File: config.mk
export PLATFORM = sky130hd
export DESIGN_NAME = vga_sync_recover
export DESIGN_NICKNAME = d
export VERILOG_FILES = /design/src/rtl/vga_sync_recover.sv
export SDC_FILE = /design/constraint.sdc
export NUM_CORES = 1
export LEC_CHECK = 0
export CORE_MARGIN = 5
export CORE_UTILIZATION = 58
export CTS_CLUSTER_DIAMETER = 100
export DETAILED_ROUTE_END_ITERATION = 6
export GPL_ROUTABILITY_DRIVEN = 0
export MAX_ROUTING_LAYER = met4
export PLACE_DENSITY = 0.8
export SYNTH_ARGS = -nofsm -noshare
export SYNTH_HDL_FRONTEND = slang
export SYNTH_SLANG_ARGS = --single-unit
export TNS_END_PERCENT = 5
File: constraint.sdc
create_clock -name clk -period 2.8 [get_ports clk]
set_input_delay 0.28 -clock clk [delete_from_list [all_inputs] [get_ports clk]]
set_output_delay 0.28 -clock clk [all_outputs]
set_load 0.1 [all_outputs]
File: src/rtl/vga_sync_recover.sv
// rtl/vga_sync_recover.sv - VGA hsync/vsync receiver: timing checks, lock FSM, hpos/vpos/display_en regeneration
module vga_sync_recover #(
  parameter int HVisible   = 640,
  parameter int HSyncBegin = 656,
  parameter int HSyncWidth = 96,
  parameter int HTotal     = 799,
  parameter int VVisible   = 480,
  parameter int VSyncBegin = 490,
  parameter int VTotal     = 524,
  parameter int LockFrames = 2
) (
  input  logic       clk,
  input  logic       reset,
  input  logic       hsync_in,
  input  logic       vsync_in,
  output logic [9:0] hpos,
  output logic [9:0] vpos,
  output logic       locked,
  output logic       display_en,
  output logic       err_pulse,
  output logic [1:0] err_code
);

  localparam int GW = (LockFrames > 2) ? $clog2(LockFrames) : 1;

  localparam logic [9:0]    H_VIS     = 10'(HVisible);
  localparam logic [9:0]    H_SB      = 10'(HSyncBegin);
  localparam logic [9:0]    H_TOT     = 10'(HTotal);
  localparam logic [9:0]    V_VIS     = 10'(VVisible);
  localparam logic [9:0]    V_SB      = 10'(VSyncBegin);
  localparam logic [9:0]    V_TOT     = 10'(VTotal);
  localparam logic [10:0]   L_PERIOD  = 11'(HTotal + 1);
  localparam logic [10:0]   L_TIMEOUT = 11'(2 * (HTotal + 1));
  localparam logic [9:0]    F_LINES   = 10'(VTotal + 1);
  localparam logic [8:0]    H_WIDTH   = 9'(HSyncWidth);
  localparam logic [GW-1:0] G_LAST    = GW'(LockFrames - 1);

  typedef enum logic [1:0] {
    ST_SEARCH = 2'd0,
    ST_VERIFY = 2'd1,
    ST_LOCKED = 2'd2
  } state_t;

  state_t        state;
  logic [GW-1:0] gcnt;
  logic          hs_q;
  logic          vs_q;
  logic [10:0]   lcnt;
  logic [7:0]    wcnt;
  logic [9:0]    fcnt;
  logic          hs_armed;
  logic          to_fired;

  logic          hs_rise;
  logic          hs_fall;
  logic          vs_rise;
  logic          timeout_hit;
  logic          err_line;
  logic          err_width;
  logic          err_frame;
  logic          err_any;
  logic [1:0]    err_new;
  logic [9:0]    hpos_n;
  logic [9:0]    vpos_n;
  logic          lock_n;

  always_comb begin
    hs_rise = hsync_in & ~hs_q;
    hs_fall = ~hsync_in & hs_q;
    vs_rise = vsync_in & ~vs_q;
  end

  // The first hsync after (re)entering SEARCH has no valid reference, so its period is not judged.
  always_comb begin
    timeout_hit = (lcnt == L_TIMEOUT) && !to_fired && !hs_rise;
    err_line    = hs_rise && hs_armed && (lcnt != L_PERIOD);
    err_width   = hs_fall && (({1'b0, wcnt} + 9'd1) != H_WIDTH);
    err_frame   = (vs_rise && (state != ST_SEARCH) && (fcnt != F_LINES)) || timeout_hit;
    err_any     = err_line | err_width | err_frame;
    err_new     = 2'd0;
    if (err_frame)      err_new = 2'd3;
    else if (err_width) err_new = 2'd2;
    else if (err_line)  err_new = 2'd1;
  end

  // A vsync load takes precedence over the end-of-line vpos step.
  always_comb begin
    hpos_n = hpos;
    vpos_n = vpos;
    if (hs_rise)             hpos_n = H_SB;
    else if (hpos == H_TOT)  hpos_n = 10'd0;
    else                     hpos_n = hpos + 10'd1;
    if (vs_rise)             vpos_n = V_SB;
    else if (hpos == H_TOT)  vpos_n = (vpos == V_TOT) ? 10'd0 : vpos + 10'd1;
  end

  always_comb begin
    lock_n = 1'b0;
    case (state)
      ST_LOCKED: lock_n = !err_any;
      ST_VERIFY: lock_n = vs_rise && !err_any && (gcnt == G_LAST);
      default:   lock_n = 1'b0;
    endcase
  end

  always_ff @(posedge clk or posedge reset) begin
    if (reset) begin
      hs_q       <= 1'b0;
      vs_q       <= 1'b0;
      hpos       <= 10'd0;
      vpos       <= 10'd0;
      lcnt       <= 11'd0;
      wcnt       <= 8'd0;
      fcnt       <= 10'd0;
      to_fired   <= 1'b0;
      err_pulse  <= 1'b0;
      err_code   <= 2'd0;
      display_en <= 1'b0;
    end else begin
      hs_q <= hsync_in;
      vs_q <= vsync_in;
      hpos <= hpos_n;
      vpos <= vpos_n;

      if (hs_rise)                lcnt <= 11'd1;
      else if (lcnt != 11'h7FF)   lcnt <= lcnt + 11'd1;

      if (!hs_q)                  wcnt <= 8'd0;
      else if (wcnt != 8'hFF)     wcnt <= wcnt + 8'd1;

      if (vs_rise)                fcnt <= hs_rise ? 10'd1 : 10'd0;
      else if (hs_rise && fcnt != 10'h3FF) fcnt <= fcnt + 10'd1;

      // Timeout reports once per stall; any hsync activity re-arms it.
      if (hs_rise || hs_fall)     to_fired <= 1'b0;
      else if (timeout_hit)       to_fired <= 1'b1;

      err_pulse <= err_any;
      if (err_any) err_code <= err_new;

      display_en <= lock_n && (hpos_n < H_VIS) && (vpos_n < V_VIS);
    end
  end

  always_ff @(posedge clk or posedge reset) begin
    if (reset) begin
      state    <= ST_SEARCH;
      gcnt     <= '0;
      locked   <= 1'b0;
      hs_armed <= 1'b0;
    end else begin
      locked <= lock_n;
      if (hs_rise) hs_armed <= 1'b1;
      if (err_any) begin
        state    <= ST_SEARCH;
        gcnt     <= '0;
        hs_armed <= 1'b0;
      end else begin
        case (state)
          ST_SEARCH: begin
            if (vs_rise) begin
              state <= ST_VERIFY;
              gcnt  <= '0;
            end
          end
          ST_VERIFY: begin
            if (vs_rise) begin
              if (lock_n) state <= ST_LOCKED;
              else        gcnt  <= gcnt + GW'(1);
            end
          end
          ST_LOCKED: state <= ST_LOCKED;
          default:   state <= ST_SEARCH;
        endcase
      end
    end
  end

endmodule

### Word-level counts from Yosys, hierarchy flattened

Index checks and enable logic that the tools add are counted.

| storage, ports and cells | value |
|---|---|
| flip-flop bits (word level) | 61 |
| input port bits | 4 |
| output and inout port bits | 25 |
| logic and storage cells | 104 |

| cells by class | value |
|---|---|
| add/subtract/negate cells | 7 |
| order comparisons | 2 |
| eq/ne operators | 16 |
| multiplexer cells | 30 |
| bitwise gates (word level) | 8 |
| reductions and logical operators | 26 |

Operators by type and width:

| operator | count |
|---|---|
| $mux 10 | 7 |
| $add 10x1->10 const B | 3 |
| $mux 11 | 2 |
| $eq 10x10->1 const B | 2 |
| $ne 10x10->1 const B | 2 |
| $mux 8 | 2 |
| $logic_and 1x1->1 | 12 |
| $mux 2 | 6 |
| $ne 3x3->1 const B | 4 |
| $add 11x1->11 const B | 1 |
| $eq 11x11->1 const B | 1 |
| $ne 11x10->1 const B | 1 |
| $ne 11x11->1 const B | 1 |
| $lt 10x10->1 const B | 1 |
| $lt 10x9->1 const B | 1 |
| $mux 1 | 10 |
| $reduce_bool 2->1 | 5 |
| $add 8x1->9 const B | 1 |
| $ne 9x7->1 const B | 1 |
| $add 8x1->8 const B | 1 |
| $ne 8x8->1 const B | 1 |
| $pmux 2 s3 | 1 |
| $pmux 1 s2 | 2 |
| $reduce_and 4->1 | 1 |
| 12 further kinds | 20 |

### Longest topological paths before layout

| depth | value |
|---|---|
| depth in word-level cells | 14 |
| mapped depth | 9 |
| gate-level depth less buffers | 8 |

### Least setup slack after synthesis

Ideal clock, no wire load.

| path | value |
|---|---|
| path type | register to register |
| start | register hpos[0] |
| end | register display_en |
| library setup time | 107 ps |
| arrival time | 2,669 ps |
| data required time | 2,693 ps |
| setup slack | 25 ps |
| cell stages (with the launch flop) | 10 |
| path buffers | 2 |
| cell sequence | dfrtp_1 > ha_1 > and4_1 > buf_2 > and3_1 > buf_2 > nand4_1 > xor2_1 > o21ai_1 > a2111oi_4 |

| on the way | value |
|---|---|
| cells in the longest elaborated chain, start to end | 6 |

RTL lines:

| element | RTL line | source |
|---|---|---|
| from (decl) | 16 | `output logic [9:0] hpos,` |
| from (signal assigned) | 122 | `hpos <= hpos_n;` |
| $add 10x1->10 / $eq 10x10->1 (equally long branches) | 92, 91, 94 |  |
| $mux 10 | 91 | `else if (hpos == H_TOT) hpos_n = 10'd0;` |
| $mux 10 | 90 | `if (hs_rise) hpos_n = H_SB;` |
| $lt 10x10->1 | 141 | `display_en <= lock_n && (hpos_n < H_VIS) && (vpos_n < V_VIS);` |
| $logic_and 1x1->1 | 141 |  |
| $logic_and 1x1->1 * | 141 |  |
| to (signal assigned) | 141 |  |
| to (decl) | 19 | `output logic display_en,` |

Every way passes the cells marked *; elsewhere a longest branch is shown, timed or not.
A chain may end at the register's enable or synchronous reset.

### Worst setup path in the final report

Ends and elaborated chain as after synthesis.

==> report_table.html <==
<table>
<tr><th>Metric</th><th>Value</th></tr>
<tr><th colspan="2">Outcome</th></tr>
<tr><td>Run status</td><td>complete, no violations</td></tr>
<tr><th colspan="2">Synth</th></tr>
<tr><td>Combined area of all synthesized cells</td><td>between 0.003 and 0.004 mm2</td></tr>
<tr><td>Post-synthesis register bit count</td><td>61</td></tr>
<tr><td>Sequential-to-total area share from yosys stat</td><td>between 40 and 50%</td></tr>
<tr><td>Number of enable flip-flop cells after synthesis</td><td>0</td></tr>
<tr><td>Async set-or-reset flop fraction in the synthesized netlist</td><td>100.0%</td></tr>
<tr><td>Warnings, synthesis</td><td>0</td></tr>
<tr><td>Post-synthesis instance total</td><td>342</td></tr>
<tr><td>Cell variety after synth</td><td>63</td></tr>
<tr><td>Number of nets produced by synthesis</td><td>359</td></tr>
<tr><td>Top flip-flop cell by instance count after synthesis</td><td>sky130_fd_sc_hd__dfrtp_1</td></tr>
<tr><td>Post-synthesis average cell area</td><td>9.724 um2</td></tr>
<tr><th colspan="2">Finish</th></tr>
<tr><td># diodes</td><td>0</td></tr>
<tr><td>FF+latch area</td><td>~0.0015 mm2</td></tr>
<tr><td>Ratio of cells with drive above 1 in the final layout</td><td>around 16%</td></tr>
<tr><td>Final nets</td><td>between 300 and 400</td></tr>
<tr><td>Layout area overhead</td><td>14.15%</td></tr>
<tr><td>Multi-input combinational cell area</td><td>approximately 0.0017 mm2</td></tr>
<tr><td>Area of all placed cells without fillers</td><td>approximately 0.0038 mm2</td></tr>
<tr><td>Filler instances</td><td>417</td></tr>
<tr><th colspan="2">Timing</th></tr>
<tr><td>Final WS setup</td><td>0.3660 ns</td></tr>
<tr><td>Ratio of final minimum period to clock period</td><td>about 87%</td></tr>
<tr><td>Fmax</td><td>roughly 0.4 GHz</td></tr>
<tr><td>Unrepaired setup endpoints after global routing</td><td>no</td></tr>
<tr><td>Total negative slack</td><td>0 ns</td></tr>
<tr><td>Number of pins with negative max-slew slack in the final report</td><td>0</td></tr>
<tr><td>Crit path time final</td><td>between 2 and 2.5 ns</td></tr>
<tr><td>Final setup skew</td><td>between 0.009 and 0.01 ns</td></tr>
<tr><td>Max-slew headroom at the worst pin</td><td>49.91%</td></tr>
<tr><td>Total count of hold-check failures in the final report</td><td>0</td></tr>
<tr><td>Final setup violation count</td><td>0</td></tr>
<tr><td>Slew at the pin closest to its max-slew limit</td><td>about 0.75 ns</td></tr>
<tr><th colspan="2">Global routing</th></tr>
<tr><td>Number of antenna violations at the first check in global routing</td><td>0</td></tr>
<tr><td>GRT Residual Overflow</td><td>0</td></tr>
<tr><td>Maximum number of pins on one net before global-route repair</td><td>62</td></tr>
<tr><td>Global-route wire length before repair</td><td>11750 um</td></tr>
<tr><td>Vias in the first global route</td><td>~2600</td></tr>
<tr><td>Gr usage total</td><td>approximately a fifth</td></tr>
<tr><th colspan="2">Floorplanning</th></tr>
<tr><td>Die ar.</td><td>between 0.007 and 0.008 mm2</td></tr>
<tr><td>Number of standard-cell rows in the floorplan</td><td>27</td></tr>
<tr><td>Top-level port count</td><td>29</td></tr>
<tr><td>Initial core utilization</td><td>between 60% and 70%</td></tr>
<tr><td>X dimension of the die</td><td>about 86 um</td></tr>
<tr><td>Area of the placeable core</td><td>about 0.0055 mm2</td></tr>
<tr><td>Die outline height</td><td>~86 um</td></tr>
<tr><th colspan="2">Pwr</th></tr>
<tr><td>Peak supply drop</td><td>around 0.00050 V</td></tr>
<tr><td>Static leakage</td><td>0.001624 uW</td></tr>
<tr><td>Power per cell area</td><td>663.4 mW/mm2</td></tr>
<tr><th colspan="2">Hold path</th></tr>
<tr><td>Hold Path Class</td><td>in2reg</td></tr>
<tr><td>Launch instance of the worst min-delay path</td><td>vsync_in</td></tr>
<tr><td>Number of cells traversed by the worst hold path</td><td>1</td></tr>
<tr><td>End point of the worst hold path</td><td>vs_q</td></tr>
<tr><th colspan="2">Routing</th></tr>
<tr><td>Drt initial violations</td><td>approximately 150</td></tr>
<tr><td>Final antenna-violating net count</td><td>0</td></tr>
<tr><td>Final routed DRC violation total</td><td>0</td></tr>
<tr><td>Detailed-route wire length per cell</td><td>14.74 um</td></tr>
<tr><td>Total wire length</td><td>about 6600 um</td></tr>
<tr><td>Total number of vias</td><td>2635</td></tr>
<tr><td>Post-detailed-route via-to-cell ratio</td><td>~6</td></tr>
<tr><td>Detailed-routing iteration count for the pre-antenna-repair pass</td><td>4</td></tr>
<tr><th colspan="2">Clock tree</th></tr>
<tr><td>Quantity of hold-fixing buffers added after cts</td><td>0</td></tr>
<tr><td>CTS sink count</td><td>61</td></tr>
<tr><td>Root buffer cell</td><td>sky130_fd_sc_hd__clkbuf_8</td></tr>
<tr><td>CTS H-tree depth</td><td>3</td></tr>
<tr><td># Post-CTS Setup Buffers</td><td>0</td></tr>
<tr><td>Count of cells resized by post-cts repair</td><td>0</td></tr>
<tr><td>Clock insertion delay at the later pin of the skew report</td><td>~0.35 ns</td></tr>
<tr><td>TritonCTS clock tree</td><td>yes</td></tr>
<tr><td>Number of buffers created by CTS</td><td>9</td></tr>
<tr><td>Clock-pin slew of the registers on the worst-case setup and hold paths</td><td>around 0.07 ns</td></tr>
<tr><td>Maximum count of clock buffers along a single path</td><td>2</td></tr>
<tr><th colspan="2">Placed design</th></tr>
<tr><td>Total placed instance area</td><td>approximately 0.0036 mm2</td></tr>
<tr><td>Post-place setup slack</td><td>0.4077 ns</td></tr>
<tr><td>Post-detail-place hpwl</td><td>around 4600 um</td></tr>
<tr><td>IO buf count</td><td>28</td></tr>
<tr><th colspan="2">Worst setup path</th></tr>
<tr><td>Critical path arrival</td><td>2.68 ns</td></tr>
<tr><td>End of the worst register-to-register path</td><td>display_en</td></tr>
<tr><td>Crit-path max cell delay</td><td>between 0.4 and 0.5 ns</td></tr>
<tr><td>Crit path from</td><td>hpos[0]</td></tr>
<tr><td>Worst R2R Setup Slack</td><td>0.37 ns</td></tr>
<tr><td>Startpoint type of the worst setup path</td><td>flop</td></tr>
<tr><td>CP max FO</td><td>10</td></tr>
<tr><td>Cell Chain, Critical Path</td><td>ha_1 -&gt; and4_1 -&gt; and3_1 -&gt; nand4_1 -&gt; xor2_1 -&gt; o21ai_1 -&gt; a2111oi_4</td></tr>
<tr><td>Length in cells of the worst reg-to-reg path</td><td>7</td></tr>
<tr><td>Buf+Inv Stages, Crit Path</td><td>0</td></tr>
<tr><td>Worst Setup End Kind</td><td>flop</td></tr>
<tr><td>Required arrival time at the worst endpoint</td><td>between 3 and 4 ns</td></tr>
<tr><td>CP max-delay cell</td><td>sky130_fd_sc_hd__and3_1</td></tr>
<tr><td>Largest delay share family, worst path</td><td>simple AND/OR/NAND/NOR gates</td></tr>
<tr><td>Start-to-end type of the worst setup path</td><td>reg2reg</td></tr>
<tr><td>Reg2reg start</td><td>hpos[0]</td></tr>
<tr><th colspan="2">Job</th></tr>
<tr><td>Number of maximum-capacitance violations</td><td>0</td></tr>
</table>
-- cell usage in the layout, fill, tap and decap left out, types with 5 or more instances in the layout --
master                      n
sky130_fd_sc_hd__and4_1     5
sky130_fd_sc_hd__nor3_1    12
sky130_fd_sc_hd__buf_4     30
sky130_fd_sc_hd__clkbuf_8  12
sky130_fd_sc_hd__o21ai_0   13
sky130_fd_sc_hd__inv_1     13
sky130_fd_sc_hd__nand3_1   11
sky130_fd_sc_hd__nand2_1   23
sky130_fd_sc_hd__nand4_1   12
sky130_fd_sc_hd__xor2_1    14
sky130_fd_sc_hd__dfrtp_1   61
sky130_fd_sc_hd__nor2_1    44
sky130_fd_sc_hd__nand2b_1   5
sky130_fd_sc_hd__ha_1      13
sky130_fd_sc_hd__xnor2_1    9
sky130_fd_sc_hd__and3_1     6
sky130_fd_sc_hd__a21oi_1   16
-- routing by layer --
layer	GRT usage [%]	routed length [um]
met1	25.12	3028
met2	32.77	3214
met3	4.515	312
met4	9.065	91
met5	-	0
-- metrics by stage --
stage	instances	total power, uW	util, %	hold slack [ns]
after global placement	436	1790	65.31	0.4757
final	451	2518	68.52	0.4351
after CTS	451	2529	68.52	0.4389
after floorplan	342	1654	-	0.3114
after global routing	451	2644	68.52	0.4404
after detailed placement	436	1815	65.31	0.4953
-- cells in the mapped netlist (3+ instances only) --
library cell / instances / area [um2]
sky130_fd_sc_hd__dfrtp_1: 61 / 1526
sky130_fd_sc_hd__nor2_1: 44 / 165.2
sky130_fd_sc_hd__nand2_1: 23 / 86.33
sky130_fd_sc_hd__a21oi_1: 16 / 80.08
sky130_fd_sc_hd__inv_1: 14 / 52.55
sky130_fd_sc_hd__xor2_1: 14 / 122.6
sky130_fd_sc_hd__ha_1: 13 / 162.7
sky130_fd_sc_hd__o21ai_0: 13 / 65.06
sky130_fd_sc_hd__nand4_1: 12 / 75.07
sky130_fd_sc_hd__nor3_1: 12 / 60.06
sky130_fd_sc_hd__nand3_1: 11 / 55.05
sky130_fd_sc_hd__xnor2_1: 9 / 78.83
sky130_fd_sc_hd__and3_1: 6 / 37.54
sky130_fd_sc_hd__and4_1: 5 / 43.79
sky130_fd_sc_hd__clkbuf_1: 5 / 18.77
sky130_fd_sc_hd__nand2b_1: 5 / 31.28
sky130_fd_sc_hd__a31oi_1: 4 / 25.02
sky130_fd_sc_hd__nor2b_1: 4 / 25.02
sky130_fd_sc_hd__nor3b_1: 4 / 30.03
sky130_fd_sc_hd__and2_1: 3 / 18.77
sky130_fd_sc_hd__buf_2: 3 / 15.01
sky130_fd_sc_hd__mux2i_1: 3 / 30.03
sky130_fd_sc_hd__o21a_1: 3 / 22.52
sky130_fd_sc_hd__o21bai_1: 3 / 22.52
sky130_fd_sc_hd__or3_1: 3 / 18.77
-- area by class of cell --
| class | instances | area share, % |
|---|---|---|
| Sequential cell | 61 | 40.21 |
| Clock inverter | 1 | 0.1318 |
| Inverter | 14 | 1.384 |
| Multi-Input combinational cell | 256 | 44.63 |
| Clock buffer | 14 | 4.548 |
| Tap cell | 72 | 2.373 |
| Timing Repair Buffer | 33 | 6.724 |
-- cell families after synthesis --
| kind of cell | count (synthesis) | synth area share (%) |
|---|---|---|
| DFF | 61 | 45.90 |
| adders and majority gates | 13 | 4.891 |
| and+or+nand+nor | 151 | 24.57 |
| AOI/OAI and AO/OA | 65 | 14.18 |
| muxes | 4 | 1.242 |
| buffers and inverters | 25 | 3.160 |
| xor gates and xnor gates | 23 | 6.057 |
-- power by group --
part           switching (uW)  internal [uW]
Sequential                116            977
Clock                     331            388
Combinational             498            209
-- flip-flops by register name, indices dropped and copies added, names as in the netlist --
name        cells
hs_armed        1
err_code        2
to_fired        1
state           2
hpos           10
locked          1
vpos           10
vs_q            1
hs_q            1
err_pulse       1
fcnt           10
display_en      1
lcnt           11
wcnt            8
gcnt            1
-- worst max path at each step --
| stage | endpoint | slack [ns] | depth (start not counted) |
|---|---|---|---|
| final | display_en | 0.37 | 7 |
| after global routing | display_en | 0.14 | 7 |
| after CTS | display_en | 0.39 | 7 |
| after detailed placement | display_en | 0.41 | 7 |
| after global placement | display_en | 0.50 | 8 |
| after floorplan | display_en | 0.02 | 9 |
Note: power is estimated with default switching activity, not from simulation.
